### config.mk
export PLATFORM = sky130hd
export DESIGN_NAME = efpga_accel_responder
export DESIGN_NICKNAME = d
export VERILOG_FILES = /design/src/rtl/efpga_accel_responder.sv
export SDC_FILE = /design/constraint.sdc
export NUM_CORES = 1
export LEC_CHECK = 0
export CAP_MARGIN = 40
export CORE_MARGIN = 4
export CORE_UTILIZATION = 25
export DETAILED_ROUTE_END_ITERATION = 16
export HOLD_SLACK_MARGIN = 0.02
export PLACE_DENSITY = 0.43
export SYNTH_ARGS = -nofsm -noshare
export SYNTH_HDL_FRONTEND = slang
export SYNTH_SLANG_ARGS = --single-unit
### constraint.sdc
create_clock -name clk -period 7.48 [get_ports clk]
set_input_delay 1.87 -clock clk [delete_from_list [all_inputs] [get_ports clk]]
set_output_delay 1.87 -clock clk [all_outputs]
set_load 0.05 [all_outputs]
### src/rtl/efpga_accel_responder.sv
// rtl/efpga_accel_responder.sv - eFPGA custom-instruction responder: iterative multiply, MAC and accumulator write
module efpga_accel_responder #(
    parameter int          BITS_PER_CYCLE = 1,
    parameter logic [31:0] ACC_RESET      = 32'h0
) (
    input  logic        clk,
    input  logic        rst_n,
    input  logic        start_i,
    input  logic [1:0]  operator_i,
    input  logic [31:0] operand_a_i,
    input  logic [31:0] operand_b_i,
    input  logic        write_strobe_i,
    output logic [31:0] result_a_o,
    output logic [31:0] result_b_o,
    output logic [31:0] result_c_o,
    output logic        done_o,
    output logic        busy_o
);

    localparam int          STEPS = 32 / BITS_PER_CYCLE;
    localparam logic [5:0]  LAST  = 6'(STEPS - 1);
    localparam logic [5:0]  BPC6  = 6'(BITS_PER_CYCLE);

    typedef enum logic [1:0] {IDLE, MUL, WR, DONE} state_t;

    state_t      state;
    state_t      state_next;
    logic [31:0] a_reg;
    logic [31:0] b_reg;
    logic [31:0] acc;
    logic [63:0] product;
    logic [63:0] partial;
    logic [63:0] product_sum;
    logic [31:0] acc_sum;
    logic [5:0]  count;
    logic [5:0]  shift;
    logic        mac;

    // One radix-2^BPC digit of the multiplier per cycle, weighted by its position.
    always_comb begin
        shift       = count * BPC6;
        partial     = ({32'b0, a_reg} * {{(64 - BITS_PER_CYCLE){1'b0}}, b_reg[BITS_PER_CYCLE-1:0]}) << shift;
        product_sum = product + partial;
        acc_sum     = acc + product_sum[31:0];
    end

    always_ff @(posedge clk) begin
        if (!rst_n) begin
            state <= IDLE;
        end else begin
            state <= state_next;
        end
    end

    always_comb begin
        state_next = state;
        case (state)
            IDLE: begin
                if (start_i) begin
                    state_next = (operator_i == 2'b11) ? WR : MUL;
                end
            end
            MUL: begin
                if (count == LAST) begin
                    state_next = DONE;
                end
            end
            WR: begin
                if (write_strobe_i) begin
                    state_next = DONE;
                end
            end
            DONE:    state_next = IDLE;
            default: state_next = IDLE;
        endcase
    end

    always_ff @(posedge clk) begin
        if (!rst_n) begin
            a_reg      <= 32'h0;
            b_reg      <= 32'h0;
            product    <= 64'h0;
            count      <= 6'd0;
            mac        <= 1'b0;
            acc        <= ACC_RESET;
            result_a_o <= 32'h0;
            result_b_o <= 32'h0;
            result_c_o <= 32'h0;
        end else begin
            case (state)
                IDLE: begin
                    if (start_i && operator_i != 2'b11) begin
                        a_reg   <= operand_a_i;
                        b_reg   <= operand_b_i;
                        product <= 64'h0;
                        count   <= 6'd0;
                        mac     <= (operator_i == 2'b10);
                    end
                end
                MUL: begin
                    product <= product_sum;
                    b_reg   <= b_reg >> BITS_PER_CYCLE;
                    count   <= count + 6'd1;
                    if (count == LAST) begin
                        result_a_o <= product_sum[31:0];
                        result_b_o <= product_sum[63:32];
                        if (mac) begin
                            acc        <= acc_sum;
                            result_c_o <= acc_sum;
                        end
                    end
                end
                WR: begin
                    if (write_strobe_i) begin
                        result_a_o <= acc;
                        acc        <= operand_a_i;
                    end
                end
                default: ;
            endcase
        end
    end

    assign done_o = (state == DONE);
    assign busy_o = (state != IDLE);

endmodule
==> summary.txt, run 1 <==
Cells and area
  – Layout cells sized above 1: about 7.6%
  – Area grow syn2layout: 22.0%
  – Area occupied by multi-input gates: about 12,000 µm²
  – Storage element area: roughly 5300 µm²
  – Number of fill cells: about 7,600
  – Post-route cell area: approximately 22,000 µm²
  – Commonest non-fill, non-tap cell in the layout: nand2_1
  – Flip-flop count of the largest register after layout: 64
  – Nets: between 2,000 and 3,000
  – Antenna cells: 0
  – Register with the most flip-flops: product
  – Most frequent cells in the layout: 309 x nand2_1, 270 x nor2_1, 262 x dfxtp_1, 209 x a21oi_1, 168 x o21ai_0

Route
  – Average routed wire per standard cell: around 21 µm
  – ANT nets after route: 0
  – Starting DRT DRC Count: around 1,300
  – WL final: 73,200 µm
  – DR DRC count: 0
  – Vias: between 15,000 and 20,000
  – DRT Pass-1 Iters: 6
  – Via/cell ratio: roughly 5.2

Global route
  – Vias in the first global route: around 17,000
  – Largest net degree at the start of global routing: between 100 and 150
  – First-pass GRT wire length: 110,000 µm
  – GRT Util Overall: 18.3%
  – Antenna violations before repair: 2
  – Total global routing overflow: 0

Timing
  – Layout Skew: approximately 0.024 ns
  – Relative slew slack: approximately 43%
  – Final setup fails: 0
  – Hold WS: between 0.4 and 0.5 ns
  – Top achievable clock speed: 144 MHz
  – Period minus WS final: around 6.9 ns
  – Final Max Slew Viols: 0
  – Setup TNS: 0 ns
  – Final Hold Violating Endpoints: 0
  – Final worst-path cycle share: between 90% and 100%
  – Worst-margin pin slew: approximately 0.85 ns
  – RSZ-0062 raised after global routing: no

Min path
  – Hold Crit Depth: 2
  – Hold path endpoint: product[61]
  – Worst Hold Launch: product[61]
  – Hold Path Class: reg2reg

Floorplan
  – Die Wd: 276 µm
  – Initial core utilization: 25.2%
  – Core area: roughly 70,000 µm²
  – Die Y: 276 µm
  – Total die area: approximately 76,000 µm²
  – Ports: 168
  – Row count: 98

Worst setup path
  – Worst reg-to-reg setup slack: roughly 0.53 ns
  – R2R Path End: acc[31]
  – R2R depth: 25
  – Setup crit end kind: register
  – Slowest stage delay, CP: between 0.7 and 0.8 ns
  – Kind of critical path: reg2reg
  – R2R Path Start: count[0]
  – Worst Path Max Fanout: 35
  – Crit path max-delay cell type: dfxtp_2
  – Data arrival, critical path: approximately 7.5 ns
  – Critical path startpoint: count[0]
  – Worst Path Required: between 7 and 8 ns
  – Type of origin of the critical path: register

Power and ir drop
  – P_sw: roughly 0.0025 W
  – PwrDens: roughly 280 nW/µm²
  – Switching share of power: between 40% and 50%
  – Max rail drop VDD: 0.205 mV
  – Total power: about 0.006 W
  – Clk network pwr share: 29.7%
  – Internal: about 0.0036 W
  – Sequential power share: 30.7%
  – Comb pwr share: about 40%
  – LEAKAGE: between 8 and 9 nW

Placement
  – DP HPWL: around 57,000 µm
  – Final Wtd Congestion: roughly 0.90
  – Area post-placement: between 20,000 and 25,000 µm²
  – Port bufs: between 150 and 200

Synth
  – Gate Count Post-Synth: 2,360
  – Syn Area/Cell: roughly 7.6 µm²
  – Synth unique cells: 90
  – Post-synth net total: between 2,000 and 3,000
  – Post-synth EDFFs: 0
  – Yosys reg bits: between 200 and 300
  – Part of the Yosys area used for sequential elements: slightly below 30%
  – Mapped cell area: ~18,000 µm²
  – Asr flop ratio synth: 0%
  – Syn. warnings: 0
  – Main flop type after synthesis: dfxtp_1

CTS
  – Clock root cell: clkbuf_16
  – Worst-Skew Late Latency: roughly 0.57 ns
  – Clock-pin transition on the worst setup and hold timing paths: around 0.060 ns
  – TritonCTS Buffers: 35
  – CTS tree: done
  – Post-CTS Setup Bufs: 0
  – PostCTS Resize Cnt: 0
  – Clock tree buffer depth: 3
  – Clock sink total: between 200 and 300
  – H-tree levels: 2
  – Cts hold-fix bufs: 0

Status
  – Outcome: finished clean

Run
  – MaxCap Viol Count: 0
[Yosys cell counts (32+ instances only)]
cell type | n | area (µm²)
nand2_1 | 309 | 1160
nor2_1 | 273 | 1020
dfxtp_1 | 265 | 5310
a21oi_1 | 212 | 1060
o21ai_0 | 169 | 846
clkbuf_1 | 137 | 514
ha_1 | 104 | 1300
mux2i_1 | 85 | 851
nor3_1 | 68 | 340
nand3_1 | 65 | 325
xnor2_1 | 56 | 490
o22ai_1 | 54 | 338
a211oi_1 | 52 | 390
a21o_1 | 48 | 360
inv_1 | 37 | 139
xor2_1 | 32 | 280
[kinds of logic after synthesis]
group                    share of synthesized area (%)
AND/OR/NAND/NOR                                   20.0
AO/OA/AOI/OAI                                     26.1
flip-flops                                        29.5
buffers and inverters                             4.48
multiplexers                                      8.05
adder cells (fa/ha/maj)                           7.45
XOR/XNOR                                          4.42
[power groups by stage]
| stage | logic (W) | registers, W | clock network [W] |
|---|---|---|---|
| after floorplan | 0.00139 | 0.00209 | 0 |
| final | 0.00242 | 0.00188 | 0.00181 |
| after global routing | 0.00264 | 0.00191 | 0.00192 |
| after global placement | 0.00239 | 0.00190 | 0 |
| after CTS | 0.00243 | 0.00187 | 0.00187 |
| after detailed placement | 0.00243 | 0.00190 | 0 |
[per-stage QoR]
stage / setup WS, ns / cells / utilization [%]
2_1_floorplan: 1.37 / 2360 / -
3_3_place_gp: 0.638 / 3356 / 28.9
3_5_place_dp: 0.647 / 3360 / 29.0
4_1_cts: 0.621 / 3422 / 30.7
5_1_grt: 0.108 / 3422 / 30.7
6_report: 0.533 / 3422 / 30.7
[area by class of cell]
cell class	count	share of cell area [%]
multi-input combinational	1887	54.5
sequential	265	24.2
timing repair buffer	218	9.63
tap	950	5.42
clock buffer	46	4.41
clock inverter	16	1.18
inverter	40	0.707
[routing by layer]
layer	GRT usage, %	vias to the layer above	share of wire (%)
li1	-	8708	-
met1	25.8	8508	47
met2	29.2	502	45
met3	2.81	91	5.1
met4	4.86	2	2.6
met5	0	-	0.025
[worst max-delay path by stage]
stage	end	slack, ns	cells after the start
after global routing	acc[31]	0.11	25
final	acc[31]	0.53	25
after detailed placement	acc[31]	0.65	25
after floorplan	result_c_o[30]	1.37	26
after global placement	acc[31]	0.64	25
after CTS	acc[31]	0.62	25
[worst max-delay path: cells and delay by family (launching register included)]
kind | cells | cell delay [ns]
simple gates | 10 | 1.81
compound gates | 7 | 1.21
fa+ha+maj | 2 | 0.88
mux | 2 | 0.86
flops | 1 | 0.75
xor+xnor | 2 | 0.73
buf+inv | 2 | 0.66
Note: power is estimated with default switching activity, not from simulation.
==> run 2: changes to the inputs <==
- CTS_BUF_LIST: default -> sky130_fd_sc_hd__clkbuf_8
- PLACE_DENSITY: 0.43 -> default
==> summary.txt, run 2 (same netlist as run 1, synthesis figures left out) <==
Global route
  – Antenna violations before repair: 2
  – GRT Util Overall: 16.6%
  – Total global routing overflow: 0
  – First-pass GRT wire length: between 100,000 and 150,000 µm
  – Vias in the first global route: 16,881
  – Largest net degree at the start of global routing: 124

Worst setup path
  – Worst Path Max Fanout: 29
  – Worst reg-to-reg setup slack: approximately 0.75 ns
  – R2R depth: 25
  – R2R Path End: acc[31]
  – Slowest stage delay, CP: 0.56 ns
  – Data arrival, critical path: between 7 and 8 ns
  – Critical path startpoint: count[0]
  – Worst Path Required: 8.10 ns
  – Crit path max-delay cell type: dfxtp_2
  – Kind of critical path: reg2reg
  – Setup crit end kind: register
  – Type of origin of the critical path: register
  – R2R Path Start: count[0]

Placement
  – Final Wtd Congestion: roughly 0.95
  – Port bufs: between 150 and 200
  – DP HPWL: approximately 50,000 µm

Timing
  – Final Max Slew Viols: 0
  – Final Hold Violating Endpoints: 0
  – Final setup fails: 0
  – RSZ-0062 raised after global routing: no
  – Relative slew slack: between 40% and 50%
  – Period minus WS final: 6.73 ns
  – Worst-margin pin slew: ~0.85 ns
  – Final worst-path cycle share: between 80% and 90%
  – Top achievable clock speed: between 100 and 150 MHz
  – Setup TNS: 0 ns
  – Layout Skew: around 0.058 ns

Cells and area
  – Area grow syn2layout: 21.5%
  – Layout cells sized above 1: between 8 and 9%
  – Register with the most flip-flops: product
  – Number of fill cells: ~7,700
  – Most frequent cells in the layout: 309 x nand2_1, 270 x nor2_1, 262 x dfxtp_1, 209 x a21oi_1, 168 x o21ai_0
  – Nets: about 2,600
  – Area occupied by multi-input gates: about 12,000 µm²
  – Commonest non-fill, non-tap cell in the layout: nand2_1
  – Flip-flop count of the largest register after layout: between 60 and 70
  – Storage element area: ~5300 µm²
  – Antenna cells: 0

CTS
  – Cts hold-fix bufs: 0
  – H-tree levels: 2
  – Post-CTS Setup Bufs: 0
  – Clock sink total: between 200 and 300
  – Clock-pin transition on the worst setup and hold timing paths: approximately 0.060 ns
  – PostCTS Resize Cnt: 0
  – TritonCTS Buffers: 50
  – Clock root cell: clkbuf_8
  – Clock tree buffer depth: 3
  – Worst-Skew Late Latency: 0.68 ns
  – CTS tree: done

Floorplan
  – Die Wd: roughly 280 µm
  – Initial core utilization: between 20% and 30%
  – Row count: between 90 and 100
  – Die Y: 276 µm
  – Total die area: roughly 76,000 µm²
  – Core area: approximately 71,000 µm²
  – Ports: ~170

Route
  – DRT Pass-1 Iters: 6
  – WL final: between 60,000 and 70,000 µm
  – Vias: 17,955
  – Average routed wire per standard cell: 19.3 µm
  – DR DRC count: 0
  – Via/cell ratio: about 5.2
  – Starting DRT DRC Count: roughly 1,900
  – ANT nets after route: 0

Power and ir drop
  – Max rail drop VDD: 0.272 mV
  – Total power: approximately 0.0060 W
  – PwrDens: 275 nW/µm²
  – LEAKAGE: ~8.2 nW

Min path
  – Hold Crit Depth: 2
  – Hold Path Class: reg2reg
  – Hold path endpoint: result_b_o[16]
  – Worst Hold Launch: result_b_o[16]

Status
  – Outcome: finished clean

Run
  – MaxCap Viol Count: 0
-- run 2: how the worst max path moves through the flow --
stage,to,slack [ns]
floorplan,result_c_o[30],1.37
global placement,acc[31],0.88
detailed placement,result_c_o[30],0.81
CTS,result_c_o[30],0.84
global route,acc[31],0.21
finish,acc[31],0.75
-- run 2: where the power goes --
part / internal (W) / switching, W / leakage (nW)
sequential: 0.00167 / 0.000226 / 2.16
clock: 0.00104 / 0.000724 / 0.657
combinational: 0.000806 / 0.00154 / 5.43
-- run 2: stage by stage --
stage	instances	hold WS (ns)	setup slack [ns]	util (%)	area, µm²
6_report	3445	0.455	0.753	30.6	21900
5_1_grt	3445	0.484	0.209	30.6	21900
4_1_cts	3445	0.456	0.838	30.6	21900
3_5_place_dp	3352	0.448	0.806	28.9	20600
3_3_place_gp	3350	0.442	0.880	28.8	20600
2_1_floorplan	2360	0.430	1.37	-	18000
-- run 2: layer usage --
metal  global-route usage (%)  vias up  routed length [µm]  share of wire, %
li1                         -     8725                   -                 -
met1                     24.1     8391               31000                47
met2                     24.4      716               27500                41
met3                     3.65      119                5820               8.8
met4                     5.33        4                2090               3.1
met5                        0        -                  17             0.026
-- run 2: layout make-up --
| type | count | area share, % |
|---|---|---|
| tap | 950 | 5.44 |
| sequential | 265 | 24.3 |
| inverter | 40 | 0.710 |
| clock buffer | 62 | 3.90 |
| clock inverter | 31 | 1.79 |
| timing repair buffer | 210 | 9.21 |
| multi-input combinational | 1887 | 54.7 |
-- run 2: critical path, delay by kind of cell (launching register included) --
family	cells	cell delay [ns]
AOI/OAI and AO/OA	7	1.39
xor gates and xnor gates	2	0.78
adders and majority gates	2	0.84
buffers and inverters	2	0.67
DFF	1	0.56
muxes	2	0.82
and+or+nand+nor	10	1.60
==> run 3: changes to the inputs <==
- ABC_AREA: default -> 1
==> summary.txt, run 3 <==
Synth
  – Main flop type after synthesis: dfxtp_1
  – Post-synth net total: about 3,300
  – Top post-synthesis cells by area: dfxtp_1 28%, nand2_1 18%, o21ai_0 7.9%
  – Top cells by count, synth: 894 x nand2_1, 382 x nor2_1, 313 x inv_1, 302 x o21ai_0, 298 x a21oi_1
  – Post-synth top area share: approximately 28%
  – Post-synth EDFFs: 0
  – Mapped cell area: roughly 19,000 µm²
  – Synth unique cells: 43
  – Part of the Yosys area used for sequential elements: ~28%
  – Syn Area/Cell: between 6 and 7 µm²
  – Yosys reg bits: approximately 270
  – Synth area leader: dfxtp_1
  – Gate Count Post-Synth: between 3,000 and 4,000
  – Asr flop ratio synth: 0%
  – Syn. warnings: 0
  – Most common cell in the synthesized netlist: nand2_1

Cells and area
  – Most frequent cells in the layout: 894 x nand2_1, 379 x nor2_1, 330 x inv_1, 302 x o21ai_0, 298 x a21oi_1
  – Commonest non-fill, non-tap cell in the layout: nand2_1
  – Layout cells sized above 1: 4.10%
  – Area grow syn2layout: 19.9%
  – Flip-flop count of the largest register after layout: 64
  – Register with the most flip-flops: product
  – Finished Layout Cells: between 4,000 and 5,000
  – Post-route cell area: between 20,000 and 25,000 µm²
  – Nets: ~3,500
  – Final Util: between 30% and 40%

Timing
  – Fin worst setup slack: 0.983 ns
  – RSZ-0062 raised after global routing: no
  – Final Max Slew Viols: 0
  – Final setup fails: 0
  – Final worst-path cycle share: between 80% and 90%
  – Layout Skew: between 0.09 and 0.1 ns
  – Final Hold Violating Endpoints: 0
  – Relative slew slack: 39.6%
  – Period minus WS final: 6.50 ns
  – Worst-margin pin slew: about 0.91 ns
  – Top achievable clock speed: approximately 150 MHz
  – Setup TNS: 0 ns

Worst setup path
  – Worst Path Max Fanout: 28
  – Worst Path Required: roughly 8 ns
  – Slowest stage delay, CP: 0.70 ns
  – Setup crit end kind: register
  – R2R Path Start: count[0]
  – Data arrival, critical path: roughly 7 ns
  – Kind of critical path: reg2reg
  – Type of origin of the critical path: register
  – Worst reg-to-reg setup slack: 0.98 ns
  – Crit path max-delay cell type: o21ai_0
  – Critical path startpoint: count[0]

Power and ir drop
  – Max rail drop VDD: between 0.15 and 0.2 mV
  – PwrDens: 240 nW/µm²
  – LEAKAGE: about 10 nW

Min path
  – Hold Path Class: reg2reg
  – Worst Hold Launch: b_reg[3]

Status
  – Outcome: finished clean

Global route
  – Total global routing overflow: 0
  – First-pass GRT wire length: between 100,000 and 150,000 µm
  – Largest net degree at the start of global routing: 101
  – Vias in the first global route: a little over 20,000
  – GRT Util Overall: 19.4%
  – Antenna violations before repair: 1

Placement
  – Inst Count DP: roughly 4,300
  – Dpl ws: between 1 and 1.5 ns
  – Final Wtd Congestion: approximately 1.0
  – Port bufs: roughly 170
  – DP HPWL: about 64,000 µm
  – Area post-placement: 21,900 µm²

CTS
  – TritonCTS Buffers: 50
  – CTS tree: done
  – H-tree levels: 2
  – Clock sink total: about 270
  – Clock tree buffer depth: 3
  – Clock root cell: clkbuf_8
  – Cts hold-fix bufs: 0
  – Clock-pin transition on the worst setup and hold timing paths: roughly 0.08 ns
  – PostCTS Resize Cnt: 0
  – Post-CTS Setup Bufs: 0
  – Worst-Skew Late Latency: between 0.6 and 0.7 ns

Floorplan
  – Initial core utilization: between 20% and 30%
  – Core area: between 70,000 and 80,000 µm²
  – Die Wd: between 200 and 300 µm
  – Ports: about 170
  – Total die area: just over 80,000 µm²
  – Die Y: approximately 280 µm
  – Row count: approximately 100

Route
  – Average routed wire per standard cell: 18.8 µm
  – Via/cell ratio: between 4 and 5
  – WL final: between 80,000 and 90,000 µm
  – Starting DRT DRC Count: about 1,600
  – DRT Pass-1 Iters: 7
  – Vias: ~21,000
  – ANT nets after route: 0
  – DR DRC count: 0

Run
  – MaxCap Viol Count: 0
## run 3: layout make-up
cell class,count,area (µm²)
clock buffers,59,812
flip-flops and latches,265,5310
multi-input cells,2430,12100
inverters,322,1210
diodes,1,2.50
clock inverters,34,274
fillers,8571,53000
repair buffers,205,1990
well taps,1030,1290
## run 3: kinds of logic after synthesis
logic type               count (synthesis)  synth area share, %
AO/OA/AOI/OAI                          786                 22.5
XOR/XNOR                                61                 2.79
adder cells (fa/ha/maj)                106                 7.00
buffers and inverters                  465                 9.29
flip-flops                             265                 27.7
multiplexers                            10                0.522
AND/OR/NAND/NOR                       1467                 30.2
## run 3: final timing paths
| kind | end | cells past startpoint |
|---|---|---|
| hold / removal | b_reg[2] | 2 |
| setup reg to reg | acc[31] | 32 |
| setup / recovery | acc[31] | 32 |
| hold reg to reg | b_reg[2] | 2 |
## run 3: metrics by stage
step | hold slack [ns] | power, W
after global routing | 0.487 | 0.00581
after detailed placement | 0.460 | 0.00393
after CTS | 0.422 | 0.00554
after global placement | 0.451 | 0.00391
after floorplan | 0.441 | 0.00313
final | 0.430 | 0.00552
## run 3: critical path, delay by kind of cell, from the launching register on
kind	cells	cell delay, ns
compound gates	8	1.71
xor+xnor	1	0.40
fa+ha+maj	2	0.76
buf+inv	6	0.98
flops	1	0.31
mux	1	0.16
simple gates	14	1.96
## run 3: layer usage
layer	share of wire [%]	GRT usage (%)	up-vias
li1	-	-	10552
met1	45	25.9	9904
met2	46	32.5	692
met3	5.6	2.38	134
met4	3.5	6.49	0
met5	0	0	-
## run 3: power by group
group / internal [W] / switching [W] / leakage [nW]
Combinational: 0.000589 / 0.00158 / 7.40
Clock: 0.000863 / 0.000721 / 0.615
Sequential: 0.00161 / 0.000158 / 2.15
